===== src/rtl/bp_pkg.sv =====
// Shared types and helpers for the branch prediction table.
// The counter width is fixed here so every counter instance agrees on it.
package bp_pkg;

  localparam int CNT_W = 2;

  typedef logic [CNT_W-1:0] bp_cnt_t;

  localparam bp_cnt_t CNT_MAX = bp_cnt_t'((1 << CNT_W) - 1);
  localparam bp_cnt_t CNT_WNT = bp_cnt_t'((1 << (CNT_W - 1)) - 1);

  // One saturating step towards the resolved outcome; the end values are sticky.
  function automatic bp_cnt_t sat_step(input bp_cnt_t cnt, input logic taken);
    bp_cnt_t nxt;
    if (taken) begin
      nxt = (cnt == CNT_MAX) ? cnt : cnt + bp_cnt_t'(1);
    end else begin
      nxt = (cnt == bp_cnt_t'(0)) ? cnt : cnt - bp_cnt_t'(1);
    end
    return nxt;
  endfunction

endpackage


===== src/rtl/branch_predictor_table_if.sv =====
// Fetch/resolve bus of the branch prediction table.
// master = pipeline side, slave = predictor.
interface branch_predictor_table_if #(
  parameter int PC_W   = 32,
  parameter int IDX_W  = 4,
  parameter int STAT_W = 16
);

  logic [PC_W-1:0]   pred_pc;
  logic              predict_taken;
  logic [IDX_W-1:0]  pred_idx;
  logic              upd_valid;
  logic [IDX_W-1:0]  upd_idx;
  logic              upd_taken;
  logic              upd_mispredict;
  logic [STAT_W-1:0] mispred_cnt;

  modport master (
    output pred_pc, upd_valid, upd_idx, upd_taken,
    input  predict_taken, pred_idx, upd_mispredict, mispred_cnt
  );

  modport slave (
    input  pred_pc, upd_valid, upd_idx, upd_taken,
    output predict_taken, pred_idx, upd_mispredict, mispred_cnt
  );

endinterface


===== src/rtl/bp_sat_counter.sv =====
// Single saturating direction counter; resets to weakly-not-taken.
module bp_sat_counter
  import bp_pkg::*;
(
  input  logic    clk,
  input  logic    rst_n,
  input  logic    we,
  input  logic    taken,
  output bp_cnt_t cnt
);

  bp_cnt_t cnt_d;
  bp_cnt_t cnt_q;

  // next counter value
  always_comb begin
    cnt_d = cnt_q;
    if (we) begin
      cnt_d = sat_step(cnt_q, taken);
    end else begin
      cnt_d = cnt_q;
    end
  end

  // counter state
  always_ff @(posedge clk or negedge rst_n) begin
    if (!rst_n) begin
      cnt_q <= CNT_WNT;
    end else begin
      cnt_q <= cnt_d;
    end
  end

  assign cnt = cnt_q;

endmodule


===== src/rtl/branch_predictor_table.sv =====
// PC-indexed table of saturating counters with zero-latency prediction.
// Define BP_GSHARE_EN to fold a non-speculative global history into the index.
module branch_predictor_table
  import bp_pkg::*;
#(
  parameter int PC_W   = 32,
  parameter int IDX_W  = 4,
  parameter int HIST_W = 4,
  parameter int STAT_W = 16
) (
  input  logic                     clk,
  input  logic                     rst_n,
  branch_predictor_table_if.slave  bus
);

  localparam int ENTRIES = 2 ** IDX_W;

  logic [IDX_W-1:0]  base_s;
  logic [IDX_W-1:0]  idx_s;
  bp_cnt_t           cnt_s [ENTRIES];
  logic              mispredict_s;
  logic              upd_mispredict_d;
  logic              upd_mispredict_q;
  logic [STAT_W-1:0] mispred_cnt_d;
  logic [STAT_W-1:0] mispred_cnt_q;
  logic              unused_pc_s;

  assign base_s      = bus.pred_pc[IDX_W+1:2];
  assign unused_pc_s = ^{bus.pred_pc[PC_W-1:IDX_W+2], bus.pred_pc[1:0]};

`ifdef BP_GSHARE_EN
  logic [HIST_W-1:0] ghr_d;
  logic [HIST_W-1:0] ghr_q;

  assign idx_s = base_s ^ IDX_W'(ghr_q);

  // history only advances on resolved branches
  always_comb begin
    ghr_d = ghr_q;
    if (bus.upd_valid) begin
      ghr_d = {ghr_q[HIST_W-2:0], bus.upd_taken};
    end else begin
      ghr_d = ghr_q;
    end
  end

  // global history register
  always_ff @(posedge clk or negedge rst_n) begin
    if (!rst_n) begin
      ghr_q <= '0;
    end else begin
      ghr_q <= ghr_d;
    end
  end
`else
  assign idx_s = base_s;
`endif

  // The read sees the pre-update table, so a same-index write shows up next cycle.
  assign bus.pred_idx      = idx_s;
  assign bus.predict_taken = cnt_s[idx_s][CNT_W-1];

  assign mispredict_s = bus.upd_valid && (cnt_s[bus.upd_idx][CNT_W-1] != bus.upd_taken);

  // mispredict flag and saturating statistics
  always_comb begin
    upd_mispredict_d = mispredict_s;
    mispred_cnt_d    = mispred_cnt_q;
    if (mispredict_s && (mispred_cnt_q != {STAT_W{1'b1}})) begin
      mispred_cnt_d = mispred_cnt_q + STAT_W'(1);
    end else begin
      mispred_cnt_d = mispred_cnt_q;
    end
  end

  // registered update outputs
  always_ff @(posedge clk or negedge rst_n) begin
    if (!rst_n) begin
      upd_mispredict_q <= 1'b0;
      mispred_cnt_q    <= '0;
    end else begin
      upd_mispredict_q <= upd_mispredict_d;
      mispred_cnt_q    <= mispred_cnt_d;
    end
  end

  assign bus.upd_mispredict = upd_mispredict_q;
  assign bus.mispred_cnt    = mispred_cnt_q;

  for (genvar i = 0; i < ENTRIES; i++) begin : g_cnt
    bp_sat_counter u_cnt (
      .clk   (clk),
      .rst_n (rst_n),
      .we    (bus.upd_valid && (bus.upd_idx == IDX_W'(i))),
      .taken (bus.upd_taken),
      .cnt   (cnt_s[i])
    );
  end

endmodule


===== src/flat_wrapper.sv =====
// flat-port wrapper written by rule: the top's interface ports become plain ports
module branch_predictor_table_flat import bp_pkg::*;
#(
  parameter int PC_W   = 32,
  parameter int IDX_W  = 4,
  parameter int HIST_W = 4,
  parameter int STAT_W = 16
)
  (clk, rst_n, bus_pred_pc, bus_upd_valid, bus_upd_idx, bus_upd_taken, bus_predict_taken, bus_pred_idx, bus_upd_mispredict, bus_mispred_cnt);
  branch_predictor_table_if #(.PC_W(PC_W), .IDX_W(IDX_W), .STAT_W(STAT_W)) bus_i ();
  input  logic clk;
  input  logic rst_n;
  input wire logic [$bits(bus_i.pred_pc)-1:0] bus_pred_pc;
  input wire logic [$bits(bus_i.upd_valid)-1:0] bus_upd_valid;
  input wire logic [$bits(bus_i.upd_idx)-1:0] bus_upd_idx;
  input wire logic [$bits(bus_i.upd_taken)-1:0] bus_upd_taken;
  output wire logic [$bits(bus_i.predict_taken)-1:0] bus_predict_taken;
  output wire logic [$bits(bus_i.pred_idx)-1:0] bus_pred_idx;
  output wire logic [$bits(bus_i.upd_mispredict)-1:0] bus_upd_mispredict;
  output wire logic [$bits(bus_i.mispred_cnt)-1:0] bus_mispred_cnt;
  assign bus_i.pred_pc = bus_pred_pc;
  assign bus_i.upd_valid = bus_upd_valid;
  assign bus_i.upd_idx = bus_upd_idx;
  assign bus_i.upd_taken = bus_upd_taken;
  assign bus_predict_taken = bus_i.predict_taken;
  assign bus_pred_idx = bus_i.pred_idx;
  assign bus_upd_mispredict = bus_i.upd_mispredict;
  assign bus_mispred_cnt = bus_i.mispred_cnt;
  branch_predictor_table #(.PC_W(PC_W), .IDX_W(IDX_W), .HIST_W(HIST_W), .STAT_W(STAT_W)) u_core (.clk(clk), .rst_n(rst_n), .bus(bus_i));
endmodule

===== config.mk =====
export PLATFORM = sky130hd
export DESIGN_NAME = branch_predictor_table_flat
export DESIGN_NICKNAME = d
export VERILOG_FILES = /design/src/rtl/bp_pkg.sv /design/src/rtl/branch_predictor_table_if.sv /design/src/rtl/bp_sat_counter.sv /design/src/rtl/branch_predictor_table.sv /design/src/flat_wrapper.sv
export SDC_FILE = /design/constraint.sdc
export NUM_CORES = 1
export LEC_CHECK = 0
export ABC_AREA = 0
export BUFFER_PORTS_ARGS = -buffer_cell sky130_fd_sc_hd__buf_2
export CORE_MARGIN = 5
export CORE_UTILIZATION = 50
export CTS_BUF_LIST = sky130_fd_sc_hd__clkbuf_8 sky130_fd_sc_hd__clkbuf_16
export CTS_CLUSTER_SIZE = 20
export DETAILED_ROUTE_END_ITERATION = 7
export PLACE_DENSITY = 0.78
export SYNTH_ARGS = -nofsm -noshare
export SYNTH_HDL_FRONTEND = slang
export SYNTH_SLANG_ARGS = --single-unit

===== constraint.sdc =====
create_clock -name clk -period 3.2 [get_ports clk]
set_input_delay 0.64 -clock clk [delete_from_list [all_inputs] [get_ports clk]]
set_output_delay 0.64 -clock clk [all_outputs]
set_load 0.05 [all_outputs]

==> results of run 1 <==
## path summary, 6_finish.rpt
check	startpoint	end	slack, ns	depth (start not counted)
setup / recovery	bus_pred_pc[3]	bus_predict_taken	0.50	4
hold / removal	u_core.bus.mispred_cnt[14]$_DFFE_PN0P_	u_core.bus.mispred_cnt[14]$_DFFE_PN0P_	0.50	1
setup reg to reg	u_core.g_cnt[15].u_cnt.cnt[1]$_DFFE_PN0P_	u_core.bus.mispred_cnt[13]$_DFFE_PN0P_	0.72	6
hold reg to reg	u_core.bus.mispred_cnt[14]$_DFFE_PN0P_	u_core.bus.mispred_cnt[14]$_DFFE_PN0P_	0.50	1
max in group asynchronous	rst_n	u_core.g_cnt[14].u_cnt.cnt[0]$_DFFE_PN1P_	1.95	2
min in group asynchronous	rst_n	u_core.bus.mispred_cnt[6]$_DFFE_PN0P_	0.51	1
## layer usage
layer / track usage [%] / part of all wire [%]
met1: 23.30 / 44
met3: 3.356 / 6.7
met2: 28.26 / 47
met5: 0 / 0
met4: 7.018 / 2.6
## cells by family (layout without fill, tap and decap cells)
family          after synthesis  count (layout)  synth area share (%)
xor+xnor                     16              16                 5.381
mux                          11              11                 8.618
fa+ha+maj                     1               1                0.4559
flops                        49              49                 45.42
simple gates                107             107                 18.97
buf+inv                      14              46                 3.010
compound gates               90              90                 18.15
## placed cells by master (no fill, tap or decap), types with 2 or more instances in the layout
cell type	n
dfstp_2	16
xnor2_1	3
a31oi_1	5
o31ai_1	8
nor3b_1	3
buf_2	33
nand2_1	31
nand3b_1	8
nand3_1	8
nor3_1	7
nor2_1	33
dfrtp_1	33
clkbuf_8	5
o211ai_1	3
mux4_2	10
and3_1	4
buf_4	2
nor2b_1	3
xor2_1	12
inv_1	5
nand4_1	4
nand2b_1	2
a211oi_1	4
o21ai_0	43
a21oi_1	26
## flip-flops by register name, indices dropped and copies added, names as in the netlist
signal and cells:
u_core.bus.mispred_cnt 16, u_core.bus.upd_mispredict 1, u_core.g_cnt.u_cnt.cnt 32
## cell type report
| type | count | area, um^2 | share of cell area (%) |
|---|---|---|---|
| Multi-Input combinational cell | 225 | 1415 | 46.75 |
| Tap cell | 72 | 90.09 | 2.976 |
| Clock buffer | 5 | 68.82 | 2.274 |
| Sequential cell | 49 | 1246 | 41.17 |
| Timing Repair Buffer | 35 | 180.2 | 5.953 |
| Clock inverter | 3 | 15.01 | 0.4961 |
| Inverter | 3 | 11.26 | 0.3721 |
## power by group through the flow
stage / clock network, mW / logic (mW) / registers, mW
floorplan: 0 / 0.177 / 0.987
global placement: 0 / 0.403 / 0.865
detailed placement: 0 / 0.412 / 0.873
CTS: 0.365 / 0.413 / 0.863
global route: 0.394 / 0.445 / 0.885
finish: 0.354 / 0.408 / 0.865
## stage by stage
| stage | setup slack, ns | hold WS [ns] | cells | power, mW |
|---|---|---|---|---|
| after floorplan | 0.6339 | 0.3444 | 288 | 1.165 |
| after global placement | 0.2779 | 0.4746 | 384 | 1.268 |
| after detailed placement | 0.1895 | 0.4886 | 384 | 1.285 |
| after CTS | 0.4964 | 0.5020 | 392 | 1.641 |
| after global routing | 0.4477 | 0.5356 | 392 | 1.723 |
| final | 0.4994 | 0.5014 | 392 | 1.626 |
==> results.ini, run 1 <==
[status]
status = complete, no violations

[timing]
slew_viol_final = 0
rsz0062_at_grt = false
setup_tns_ns = 0
finClkSkew_ns = 0.003405
tightestPinTransition_ns = 1.033
relSlewSlack_pct = 31.16
fin_crit_sh_pct = 84.40
finalHoldViolations = 0
finalSetupViolCount = 0
fmax_mhz = 370.3
post-route-min-period_ns = 2.701

[logic_synthesis]
synth_edf_count = 0
ys_ff_latch = 49
seq_area_frac_synth_pct = 45.42
synth.most_common_cell = o21ai_0
syn_inst = 288
ys_warn_count = 0
synth_largest_area_cell = dfrtp_1
syn-cell-area_um2 = 2744
synth.distinct_cells = 33
ys_async_sr_fraction_pct = 100.0
synth_ff_type = dfrtp_1
synth_common_cells = o21ai_0 (43), dfrtp_1 (33), nor2_1 (33)
syn_nets = 329
ys_top_cells_by_area = dfrtp_1 (30%), dfstp_2 (15%), mux4_2 (8.2%)
synth_top_cell_area_share_pct = 30.10
syn_avg_cell_area_um2 = 9.527

[route]
detail-route-antenna-nets = 0
post_drt_wl_per_cell_um = 15.09
num_vias = 2333
drc = 0
drtPass1Iterations = 4
avgViaCountPerCell = 5.952
drt_first_iter_violations = 143
drt_wl_total_um = 5917

[floorplanning]
coreArea_um2 = 5405
fp.dieH_um = 84.08
rows = 27
die_area_um2 = 7069
die_w_um = 84.08
io_pins = 62
initial_core_util_pct = 50.76

[layout]
fillers = 498
diodes = 0
final_core_util_pct = 56.00
drive_gt1_share_pct = 22.50
nets = 360
final_area_um2 = 3027
syn2layout_area_growth_pct = 10.31

[clocking]
cts_tree = built
path_clk_slew_ns = 0.09
cts-root-buf = clkbuf_8
cts_sinks = 49
cts-resized-gates = 0
cts_made_buffers = 5
cts_max_level = 2
postCtsSetupBuffers = 0
cts_hold_buf = 0
clk_latency_ns = 0.30
cts_buffer_depth = 2

[critical_path]
criticalPathCategory = input port to primary output
critPathTopFamily = multiplexers
slowest_delay_ns = 0.52
crit_chain = buf_2 -> mux4_2 -> mux4_2 -> buf_2
worst-path-buf-inv = 2
crit_required_ns = 2.56
path_max_fanout = 5
cp-start-kind = input port
end_kind = primary output
crit_path_top_delay_cell = mux4_2
arrival_ns = 2.06

[power_and_ir_drop]
p_sw_mw = 0.6047
clockPowerShare_pct = 21.8
p_per_area_nw_per_um2 = 537.3
p_int_mw = 1.022
p_leak_nw = 1.212
p_sw_share_pct = 37.18
ir_drop_mv = 0.3287
power_frac_comb_pct = 25.1
power.share.sequential_pct = 53.2

[placed_design]
port-buffer-count = 33
hpwl_um = 4200
dpl_cell_area_um2 = 2943
globalplace.congestion = 0.7847

[global_routing]
grt.overflow.total = 0
track_usage_pct = 17.58
grt_antenna_before_repair = 0
grt_pass1_vias = 2188
grt_max_degree = 48
grt_pass1_wl_um = 10140

[min_path]
worstHoldPathType = flip-flop to flip-flop

[job]
cap_violations = 0

Note: power is estimated with default switching activity, not from simulation.
==> run 2: changes to the inputs <==
- clock period: 3.2 -> 2.83 ns (I/O delays scaled with it)
==> run 2 against run 1 <==
- utilization is 0.95 points higher
- sequential share of layout area is 0.69 points lower
- largest cell class unchanged
- combinational power is 14% higher
- sequential power is 13% higher
- flip-flop and latch count stayed put
==> results.ini, run 2 (synthesis results as in run 1) <==
[status]
status = complete, no violations

[critical_path]
cp-start-kind = input port
critPathTopFamily = multiplexers
crit_required_ns = 2.26  ; -0.30 ns
arrival_ns = 1.97  ; -0.09 ns
slowest_delay_ns = 0.52  ; about the same
r2r_cells = 7  ; +1
path_max_fanout = 5  ; unchanged
critPathLaunch = bus_pred_pc[3]
rrSetupSlack_ns = 0.41  ; -0.31 ns
worst-path-buf-inv = 2  ; unchanged
r2r_start = u_core.g_cnt[14].u_cnt.cnt[1]$_DFFE_PN0P_
crit_path_top_delay_cell = mux4_2
crit_chain = buf_2 -> mux4_2 -> mux4_2 -> buf_2
r2r_end = u_core.bus.mispred_cnt[10]$_DFFE_PN0P_
criticalPathCategory = input port to primary output
worst-path-stages = 4  ; unchanged
endpoint = bus_predict_taken
end_kind = primary output

[power_and_ir_drop]
p_leak_nw = 1.232  ; +1.6%
power.share.sequential_pct = 49.5  ; -3.7 points
clockPowerShare_pct = 26.9  ; +5.1 points
power_frac_comb_pct = 23.5  ; -1.6 points
ir_drop_mv = 0.3564  ; +8.4%
p_per_area_nw_per_um2 = 640.9  ; +19%
power_mw = 1.973  ; +21%
p_sw_mw = 0.6961  ; +15%
p_int_mw = 1.277  ; +25%
p_sw_share_pct = 35.29  ; -1.9 points

[global_routing]
grt.overflow.total = 0  ; unchanged
grt_antenna_before_repair = 0  ; unchanged
track_usage_pct = 17.33  ; -0.25 points
grt_pass1_wl_um = 9929  ; -2.0%
grt_pass1_vias = 2156  ; -1.5%
grt_max_degree = 50  ; +4.2%

[placed_design]
hpwl_um = 4250  ; +1.2%
port-buffer-count = 33  ; unchanged
globalplace.congestion = 0.8248  ; +5.1%

[timing]
relSlewSlack_pct = 38.28  ; +7.1 points
slew_viol_final = 0  ; unchanged
setup_tns_ns = 0  ; unchanged
finalHoldViolations = 0  ; unchanged
finalSetupViolCount = 0  ; unchanged
post-route-min-period_ns = 2.533
fmax_mhz = 394.8
tightestPinTransition_ns = 0.9248  ; -0.1078 ns
timing.hold.ws_ns = 0.3414  ; -0.1600 ns
fin_crit_sh_pct = 89.50
rsz0062_at_grt = false
finClkSkew_ns = 0.01386  ; +0.01045 ns

[floorplanning]
die_area_um2 = 7069  ; unchanged
io_pins = 62  ; unchanged
fp.dieH_um = 84.08  ; unchanged
rows = 27  ; unchanged
coreArea_um2 = 5405  ; unchanged
initial_core_util_pct = 50.76  ; unchanged
die_w_um = 84.08  ; unchanged

[min_path]
worstHoldPathType = input port to asynchronous set/reset pin

[route]
avgViaCountPerCell = 5.858  ; -1.6%
post_drt_wl_per_cell_um = 15.03  ; -0.46%
drt_wl_total_um = 5920  ; about the same
drt_first_iter_violations = 91  ; -36%
drc = 0  ; unchanged
num_vias = 2308  ; -1.1%
detail-route-antenna-nets = 0  ; unchanged
drtPass1Iterations = 4  ; unchanged

[clocking]
cts-root-buf = clkbuf_8
cts-resized-gates = 0  ; unchanged
clk_latency_ns = 0.31  ; about the same
cts_tree = built
cts_buffer_depth = 2  ; unchanged
cts_made_buffers = 5  ; unchanged
postCtsSetupBuffers = 0  ; unchanged
cts_max_level = 2  ; unchanged
cts_sinks = 49  ; unchanged
path_clk_slew_ns = 0.10  ; about the same
cts_hold_buf = 0  ; unchanged

[layout]
drive_gt1_share_pct = 23.60  ; +1.1 points
nets = 362  ; +0.56%
mostFrequentLayoutCells = o21ai_0 (43), nor2_1 (33), buf_2 (33), dfrtp_1 (33), nand2_1 (31)
largest_reg_flops = 32  ; unchanged
layout_commonest_cell = o21ai_0
final_core_util_pct = 56.94  ; +0.95 points
syn2layout_area_growth_pct = 12.18
diodes = 0  ; unchanged

[job]
cap_violations = 0  ; unchanged

-- run 2: worst register-to-register path: cells and delay by family, from the launching register on --
kind | cells | cell delay (ns)
xor gates and xnor gates | 2 | 0.32
buffers and inverters | 1 | 0.19
DFF | 1 | 0.47
muxes | 2 | 1.00
and+or+nand+nor | 2 | 0.39
-- run 2: power by group through the flow --
stage / sequential (mW) / clock (mW) / combinational [mW]
floorplan: 1.12 / 0 / 0.200
global placement: 0.978 / 0 / 0.459
detailed placement: 0.987 / 0 / 0.470
CTS: 0.975 / 0.539 / 0.472
global route: 0.999 / 0.576 / 0.506
finish: 0.977 / 0.531 / 0.465
-- run 2: metal layers --
metal  part of all wire (%)  routed length, um  track usage (%)
met5                      0                  0                0
met4                    2.8                167            8.333
met3                    5.3                314            4.738
met2                     47               2767            27.69
met1                     45               2670            21.60
-- run 2: how the worst min path moves through the flow --
stage                                               start                                    end  slack, ns  depth (start not counted)
floorplan                                           rst_n  u_core.bus.mispred_cnt[0]$_DFFE_PN0P_       0.27                          0
global placement    u_core.bus.mispred_cnt[7]$_DFFE_PN0P_  u_core.bus.mispred_cnt[7]$_DFFE_PN0P_       0.47                          1
detailed placement  u_core.bus.mispred_cnt[7]$_DFFE_PN0P_  u_core.bus.mispred_cnt[7]$_DFFE_PN0P_       0.48                          1
CTS                                                 rst_n  u_core.bus.mispred_cnt[5]$_DFFE_PN0P_       0.37                          2
global route                                        rst_n  u_core.bus.mispred_cnt[6]$_DFFE_PN0P_       0.39                          2
finish                                              rst_n  u_core.bus.mispred_cnt[6]$_DFFE_PN0P_       0.34                          2
-- run 2: through the flow --
step / setup WS [ns] / instance area, um^2 / std cells
after floorplan: 0.3379 / 2744 / 288
after global placement: 0.1167 / 2958 / 386
after detailed placement: 0.06990 / 2958 / 386
after CTS: 0.2913 / 3078 / 394
after global routing: 0.2565 / 3078 / 394
final: 0.2971 / 3078 / 394
-- run 2: cell type report --
type	instances	area, um^2
tap	72	90.09
clock inverter	2	37.54
inverter	3	11.26
multi-input combinational	225	1415
sequential	49	1246
fill	500	2327
timing repair buffer	37	195.2
clock buffer	6	82.58
